[config.mk]
export PLATFORM = sky130hd
export DESIGN_NAME = sprite_reg_writer
export DESIGN_NICKNAME = d
export VERILOG_FILES = /design/src/rtl/sprite_reg_writer.sv
export SDC_FILE = /design/constraint.sdc
export NUM_CORES = 1
export LEC_CHECK = 0
export ABC_AREA = 1
export CAP_MARGIN = 15
export CORE_UTILIZATION = 40
export CTS_CLUSTER_SIZE = 8
export DETAILED_ROUTE_END_ITERATION = 7
export PLACE_DENSITY = 0.53
export REMOVE_ABC_BUFFERS = 1
export SYNTH_ARGS = -nofsm -noshare
export SYNTH_HDL_FRONTEND = slang
export SYNTH_SLANG_ARGS = --single-unit
[constraint.sdc]
create_clock -name clk -period 5.3 [get_ports clk]
set_input_delay 1.325 -clock clk [delete_from_list [all_inputs] [get_ports clk]]
set_output_delay 1.325 -clock clk [all_outputs]
set_load 0.05 [all_outputs]
[src/rtl/sprite_reg_writer.sv]
// sprite_reg_writer
// -----------------
// Buffers (address, data) register updates from game logic and writes them
// onto the sprite engine register bus during vertical sync only, so sprite
// positions never change mid-frame. Entries become eligible only once a
// commit pulse has marked them.
//
// Handshake: an update is accepted on any rising clk edge where
// in_valid && in_ready. in_valid may be raised at any time. in_ready is
// combinational. It is high while the FIFO has room, and also when the head
// entry is popped in the same cycle.
//
// Ports
//   clk, reset             system clock, asynchronous active-high reset
//   in_valid/in_ready      update handshake
//   in_addr/in_data        update payload
//   commit                 marks every buffered entry (incl. one pushed now)
//   vga_vs                 active-low vertical sync, same clock domain
//   chipselect/write       registered bus strobes (always equal)
//   address/writedata      registered bus payload, held between writes
//   fifo_count             FIFO occupancy
//   cmt_count              committed entries not yet written
//   frame_done             pulses together with the last write of a burst
//   fsm_state              current FSM state (debug)
module sprite_reg_writer #(
  parameter int DEPTH  = 16,
  parameter int ADDR_W = 9,
  parameter int DATA_W = 32,
  localparam int PW = $clog2(DEPTH),
  localparam int CW = PW + 1
) (
  input  logic              clk,
  input  logic              reset,
  input  logic              in_valid,
  output logic              in_ready,
  input  logic [ADDR_W-1:0] in_addr,
  input  logic [DATA_W-1:0] in_data,
  input  logic              commit,
  input  logic              vga_vs,
  output logic              chipselect,
  output logic              write,
  output logic [ADDR_W-1:0] address,
  output logic [DATA_W-1:0] writedata,
  output logic [CW-1:0]     fifo_count,
  output logic [CW-1:0]     cmt_count,
  output logic              frame_done,
  output logic [1:0]        fsm_state
);

  typedef enum logic [1:0] {
    IDLE    = 2'd0,
    WAIT_VS = 2'd1,
    DRAIN   = 2'd2
  } state_t;

  state_t state, state_next;

  logic [ADDR_W-1:0] addr_mem [DEPTH];
  logic [DATA_W-1:0] data_mem [DEPTH];
  logic [PW-1:0]     wr_ptr, rd_ptr;

  logic          vs_q;
  logic          vs_fall;
  logic          push, pop, last_pop;
  logic [CW-1:0] fifo_next, cmt_next;

  assign fsm_state = state;
  assign vs_fall   = vs_q && !vga_vs;

  // The first pop happens in the cycle the sync fall is seen. Because the bus
  // is registered, the first write then appears one cycle after the fall.
  assign pop = (cmt_count != '0) && !vga_vs &&
               ((state == DRAIN) || ((state == WAIT_VS) && vs_q));

  assign in_ready  = (fifo_count < CW'(DEPTH)) || pop;
  assign push      = in_valid && in_ready;
  assign fifo_next = fifo_count + CW'(push) - CW'(pop);
  // A commit snapshots the occupancy after this cycle's push/pop, so it also
  // extends a burst already in progress.
  assign cmt_next  = commit ? fifo_next : (cmt_count - CW'(pop));
  assign last_pop  = pop && (cmt_next == '0);

  always_comb begin
    state_next = state;
    case (state)
      IDLE: begin
        if ((cmt_count != '0) || commit) state_next = WAIT_VS;
      end
      WAIT_VS: begin
        if (vs_fall) state_next = last_pop ? IDLE : DRAIN;
      end
      DRAIN: begin
        if (last_pop)               state_next = IDLE;
        else if (cmt_count == '0)   state_next = IDLE;
        // Sync ended early: the rest waits for the next frame.
        else if (vga_vs)            state_next = WAIT_VS;
      end
      default: state_next = IDLE;
    endcase
  end

  // Storage carries no reset; occupancy and pointers define its contents.
  always_ff @(posedge clk) begin
    if (push) begin
      addr_mem[wr_ptr] <= in_addr;
      data_mem[wr_ptr] <= in_data;
    end
  end

  always_ff @(posedge clk or posedge reset) begin
    if (reset) begin
      state      <= IDLE;
      vs_q       <= 1'b1;
      wr_ptr     <= '0;
      rd_ptr     <= '0;
      fifo_count <= '0;
      cmt_count  <= '0;
      chipselect <= 1'b0;
      write      <= 1'b0;
      address    <= '0;
      writedata  <= '0;
      frame_done <= 1'b0;
    end else begin
      state      <= state_next;
      vs_q       <= vga_vs;
      fifo_count <= fifo_next;
      cmt_count  <= cmt_next;
      chipselect <= pop;
      write      <= pop;
      frame_done <= last_pop;
      if (push) wr_ptr <= wr_ptr + 1'b1;
      if (pop) begin
        rd_ptr    <= rd_ptr + 1'b1;
        address   <= addr_mem[rd_ptr];
        writedata <= data_mem[rd_ptr];
      end
    end
  end

endmodule

==> impl_metrics.ini, run 1 <==
[cts]
clock_latency_ps = 660
numCtsBuffers = 100
cts_sinks = 720
cts_hold_buf = 0
cts_tree = done
clk_pin_slew_ps = 50
postCtsResizedCells = 0
root_buffer = clkbuf_16
cts_setup_buffers = 0
cts.htree.levels = 3
clock_path_buffers = 3

[setup_path]
r2r_slack_ps = 1850
cp.required_ps = 3970
path_max_fanout = 26
worstPathArrival_ps = 2640
worstReg2RegStart = cmt_count[1]$_DFF_PP0_
crit_path_end_kind = output pin
crit_start = vga_vs
reg2reg_to = fsm_state[0]$_DFFE_PP0P_
critical_path_class = input port to output pin
r2r_cells = 19
cp-start-kind = input port

[finish]
n_fill_cell = 6131
seq_area_sq_um = 21300
drive_gt1_share_pct = 7.77
synthToLayoutAreaGrowth_pct = 17.6
stdcell_count = 3197
layout.nets = 2239
final_area_sq_um = 33100
multi_input_area_sq_um = 6120

[power]
pwr_density_cell_nw_per_um2 = 581
fin_total_pwr_mw = 19.3
vdd.ir_drop.worst_v = 0.000394
p_leak_nw = 11.0

[routing]
dr.pass1.iters = 5
topRoutingLayerUsed = met5
wl_met3_um = 3640
wl_per_cell_um = 22.9
wirelength_um = 73200
dr_total_vias = 17552
drc = 0
met1_length_um = 32500
met2WireLength_um = 35700
ant_nets = 0
viasPerCell = 5.49
drt_iter0_drc = 1440

[placement]
dp_worst_setup_slack_ps = 756
gp_congestion = 0.797
place_area_sq_um = 30200
dpl.hpwl_um = 38700
io_buffers = 102
placed_cells = 3009

[grt]
antenna_found_initial = 2
grt_pass1_vias = 17584
grt_pass1_wl_um = 111000
grt_overflow = 0
grtUsageTotal_pct = 20.7
grt_max_degree = 165

[sta]
rsz0062_at_grt = no
max_freq_mhz = 252
final_hold_viol_count = 0
period_minus_slack_ps = 3970
finalSetupTns_ps = 0
skew_ps = 38.3
tightestPinTransition_ps = 1050
slew_headroom_pct = 30.2
min_period_over_period_pct = 74.8
finalSetupViolCount = 0
setup_slack_ps = 1330
slew_viol_final = 0

[yosys]
ys_warn_count = 0
async_flop_share_pct = 8.89
synth_ff_type = edfxtp_1
synthesis.area_sq_um = 28200
ys_seq_area_share_pct = 75.6
synth_area_leaders = edfxtp_1 (70%), dfrtp_1 (5.6%), o21ai_0 (5.4%), nor2_1 (4.7%), o221ai_1 (4.5%)
synth_edf_count = 656
syn_avg_cell_area_sq_um = 13.5
synth_cell_type_count = 31
synth_top_area_share_pct = 69.9
yosysMostFrequentCell = edfxtp_1
synthCells = 2084
yosysTopAreaCell = edfxtp_1
synth_common_cells = edfxtp_1 (656), nor2_1 (349), o21ai_0 (305)
ys_ff_latch = 720

[flow_run]
maxCapViolations = 0

[worst_hold_path]
hp-class = register to register
hold_path_depth = 2
hold_end = writedata[14]$_DFFE_PP0P_
min_from = writedata[14]$_DFFE_PP0P_

[die]
rows = 96
die_h_um = 267
start_util_pct = 40.7
ioPinCount = 103
dieArea_sq_um = 71500
core_area_sq_um = 69200
die_w_um = 267

[run_status]
status = complete, no violations
cells by family after synthesis:
family,after synthesis,synth area share (%)
AND/OR/NAND/NOR,644,9.02
adder cells (fa/ha/maj),13,0.604
AO/OA/AOI/OAI,521,11.5
XOR/XNOR,6,0.187
buffers and inverters,180,3.08
flip-flops,720,75.6
worst max-delay path, stage by stage:
cell and delay [ps]:
clkdlybuf4s50_1 500, inv_1 90, nand3_4 110, buf_4 330
nand2_1 80, buf_4 200
layout make-up:
| type | count | area share, % |
|---|---|---|
| flip-flops and latches | 720 | 64.3 |
| multi-input cells | 1184 | 18.5 |
| repair buffers | 138 | 4.38 |
| well taps | 931 | 3.52 |
| clock buffers | 180 | 8.52 |
| inverters | 36 | 0.442 |
| clock inverters | 7 | 0.340 |
| diodes | 1 | 0.00755 |
cells in the final DEF, fill, tap and decap left out, drive strengths merged, types with 2 or more instances in the layout:
cell / netlist / routed
a21oi: 2 / 2
buf: 58 / 37
clkbuf: 86 / 180
clkdlybuf4s50: 0 / 101
clkinv: 1 / 7
dfrtp: 63 / 63
edfxtp: 656 / 656
ha: 12 / 12
inv: 35 / 36
nand2: 212 / 212
nand3: 77 / 77
nand4: 4 / 4
nor2: 349 / 349
o211ai: 19 / 19
o21ai: 334 / 334
o221ai: 145 / 145
o22ai: 19 / 19
xor2: 6 / 6
flip-flops by register name (all words and copies together) (netlist names):
| name | count |
|---|---|
| wr_ptr | 4 |
| write | 1 |
| frame_done | 1 |
| cmt_count | 5 |
| data_mem | 512 |
| rd_ptr | 4 |
| writedata | 32 |
| fsm_state | 2 |
| address | 9 |
| vs_q | 1 |
| fifo_count | 5 |
| addr_mem | 144 |
stage by stage:
| step | utilization, % | hold WS [ps] |
|---|---|---|
| 5_1_grt | 47.9 | 496 |
| 2_1_floorplan | - | 512 |
| 4_1_cts | 47.9 | 482 |
| 6_report | 47.9 | 476 |
| 3_3_place_gp | 43.6 | 466 |
| 3_5_place_dp | 43.6 | 466 |
where the power goes:
part	internal, mW	switching [mW]	leakage, nW
combinational	1.75	4.37	2.95
sequential	6.83	0.401	6.70
clock	3.57	2.34	1.39
layer usage:
| layer | GRT usage [%] | vias up |
|---|---|---|
| li1 | - | 8009 |
| met1 | 28.4 | 8926 |
| met2 | 34.4 | 503 |
| met3 | 3.32 | 112 |
| met4 | 5.34 | 2 |
| met5 | 0 | - |
worst max path at each step:
stage,to,slack (ps),depth (start not counted)
final,in_ready,1330,6
after CTS,in_ready,1270,6
after global placement,fsm_state[0]$_DFFE_PP0P_,810,19
after global routing,fsm_state[0]$_DFFE_PP0P_,1150,19
after detailed placement,fsm_state[0]$_DFFE_PP0P_,760,19
after floorplan,address[6]$_DFFE_PP0P_,-4900,7
(Power assumes the default switching activity.)
==> run 2: changes to the inputs <==
Clock period 5.3 ns to 3.83 ns, I/O delays scaled along.
==> run 2 against run 1 <==
  * Count of clock-buffer cells in the layout fell by 3
  * Die area did not move
  * Hold slack worse by 3.3 ps
  * Combinational power grew 42%
  * First-iteration DRC count is 6.8% higher
  * Critical endpoint unchanged
  * Sequential cell count unchanged
  * Sequential power increased by 36%
==> impl_metrics.ini, run 2 (synthesis gave the netlist of run 1 again) <==
[cts]
cts.htree.levels = 3
cts_tree = done
numCtsBuffers = 100
cts_hold_buf = 0
cts_sinks = 720
cts_setup_buffers = 0
root_buffer = clkbuf_16
clock_latency_ps = 640
clock_path_buffers = 3
clk_pin_slew_ps = 50
postCtsResizedCells = 0

[sta]
min_period_over_period_pct = 93.0
rsz0062_at_grt = no
finalSetupViolCount = 0
slew_headroom_pct = 46.5
max_freq_mhz = 281
whs_ps = 473
final_hold_viol_count = 0
slew_viol_final = 0
period_minus_slack_ps = 3560
skew_ps = 16.1
tightestPinTransition_ps = 803

[flow_run]
maxCapViolations = 0

[setup_path]
path_max_fanout = 44
crit_path_end_kind = output pin
crit_family = simple AND/OR/NAND/NOR gates
cp.required_ps = 2870
path_buf_inv = 2
critical_path_class = register to output pin
crit_chain = nor2_1 > nand4_1 > nand3_4 > buf_4 > nand2_1 > buf_12
crit_slowest_cell = buf_4
worstPathArrival_ps = 2600
cp-start-kind = register
max_stage_delay_ps = 560

[power]
p_leak_nw = 11.2
vdd.ir_drop.worst_v = 0.000690
pwr_density_cell_nw_per_um2 = 801

[routing]
wl_per_cell_um = 22.7
dr.pass1.iters = 7
drt_iter0_drc = 1538
dr_total_vias = 17658
drc = 0
wirelength_um = 73000
ant_nets = 0
viasPerCell = 5.50

[die]
start_util_pct = 40.7
ioPinCount = 103
die_w_um = 267
rows = 96
dieArea_sq_um = 71500
die_h_um = 267
core_area_sq_um = 69200

[worst_hold_path]
hp-class = register to register

[finish]
final_cell_mix = edfxtp_1 (656), nor2_1 (333), o21ai_0 (305)
fin_util_pct = 48.2
layout.nets = 2258
drive_gt1_share_pct = 8.51
largest_register_ffs = 512
num_antenna_cells = 0
synthToLayoutAreaGrowth_pct = 18.4
layout_commonest_cell = edfxtp_1
largest_register = data_mem
reg_top3 = data_mem x512, addr_mem x144, writedata x32

[grt]
grtUsageTotal_pct = 20.8
grt_pass1_vias = 17788
antenna_found_initial = 0
grt_max_degree = 150
grt_overflow = 0
grt_pass1_wl_um = 111000

[placement]
dpl.hpwl_um = 37000
gp_congestion = 0.769
io_buffers = 102

[run_status]
status = complete, no violations
==> run 2: changes by cell type in the layout (fill, tap and decap cells not counted) <==
cell	before	now
diode_2	1	0
buf_12	13	22
buf_4	24	34
clkinv_16	1	0
bufinv_16	0	1
clkbuf_1	79	76
inv_6	1	3
clkinv_8	4	2
clkinv_1	0	1
clkinv_4	1	0
==> run 2: metrics by stage <==
step	std cells	worst slack, ps	TNS [ps]	cell area [sq um]	power (mW)
floorplan	1940	-6370	-392540	27400	15.2
global placement	3028	-29.1	-29.1	30500	18.7
detailed placement	3028	18.5	0	30500	18.8
CTS	3212	132	0	33400	27.0
global route	3212	68.9	0	33400	28.1
finish	3212	268	0	33400	26.7
==> run 2: final timing paths <==
path	start	to	slack (ps)	cells past startpoint
max in group asynchronous	reset	vs_q$_DFF_PP1_	2330	3
max reg2reg	cmt_count[2]$_DFF_PP0_	fsm_state[0]$_DFFE_PP0P_	720	19
min in group asynchronous	reset	write$_DFF_PP0_	760	2
min	writedata[14]$_DFFE_PP0P_	writedata[14]$_DFFE_PP0P_	470	2
max	cmt_count[2]$_DFF_PP0_	in_ready	270	6
min reg2reg	writedata[14]$_DFFE_PP0P_	writedata[14]$_DFFE_PP0P_	470	2
==> run 2: routing by layer <==
metal	track usage (%)	vias to the layer above	wire, um
li1	-	8047	-
met1	29.6	8981	33400
met2	33.2	533	34400
met3	2.97	97	3870
met4	6.23	0	1310
met5	0	-	0
==> run 2: report_power, final <==
group / internal (mW) / total, mW / switching (mW)
sequential: 9.45 / 9.86 / 0.410
combinational: 2.53 / 8.67 / 6.14
clock: 4.98 / 8.18 / 3.20
==> run 2: worst min-delay path, cell delays in order, from the launching register on <==
cell     delay [ps]
dfrtp_1         340
nand2_1          50
nand2_1          50
==> run 2: layout make-up <==
cell class,instances,area (sq um)
well taps,931,1160
clock buffers,177,2810
flip-flops and latches,720,21300
multi-input cells,1184,6120
inverters,36,146
fillers,6077,35800
clock inverters,7,92.6
repair buffers,157,1710
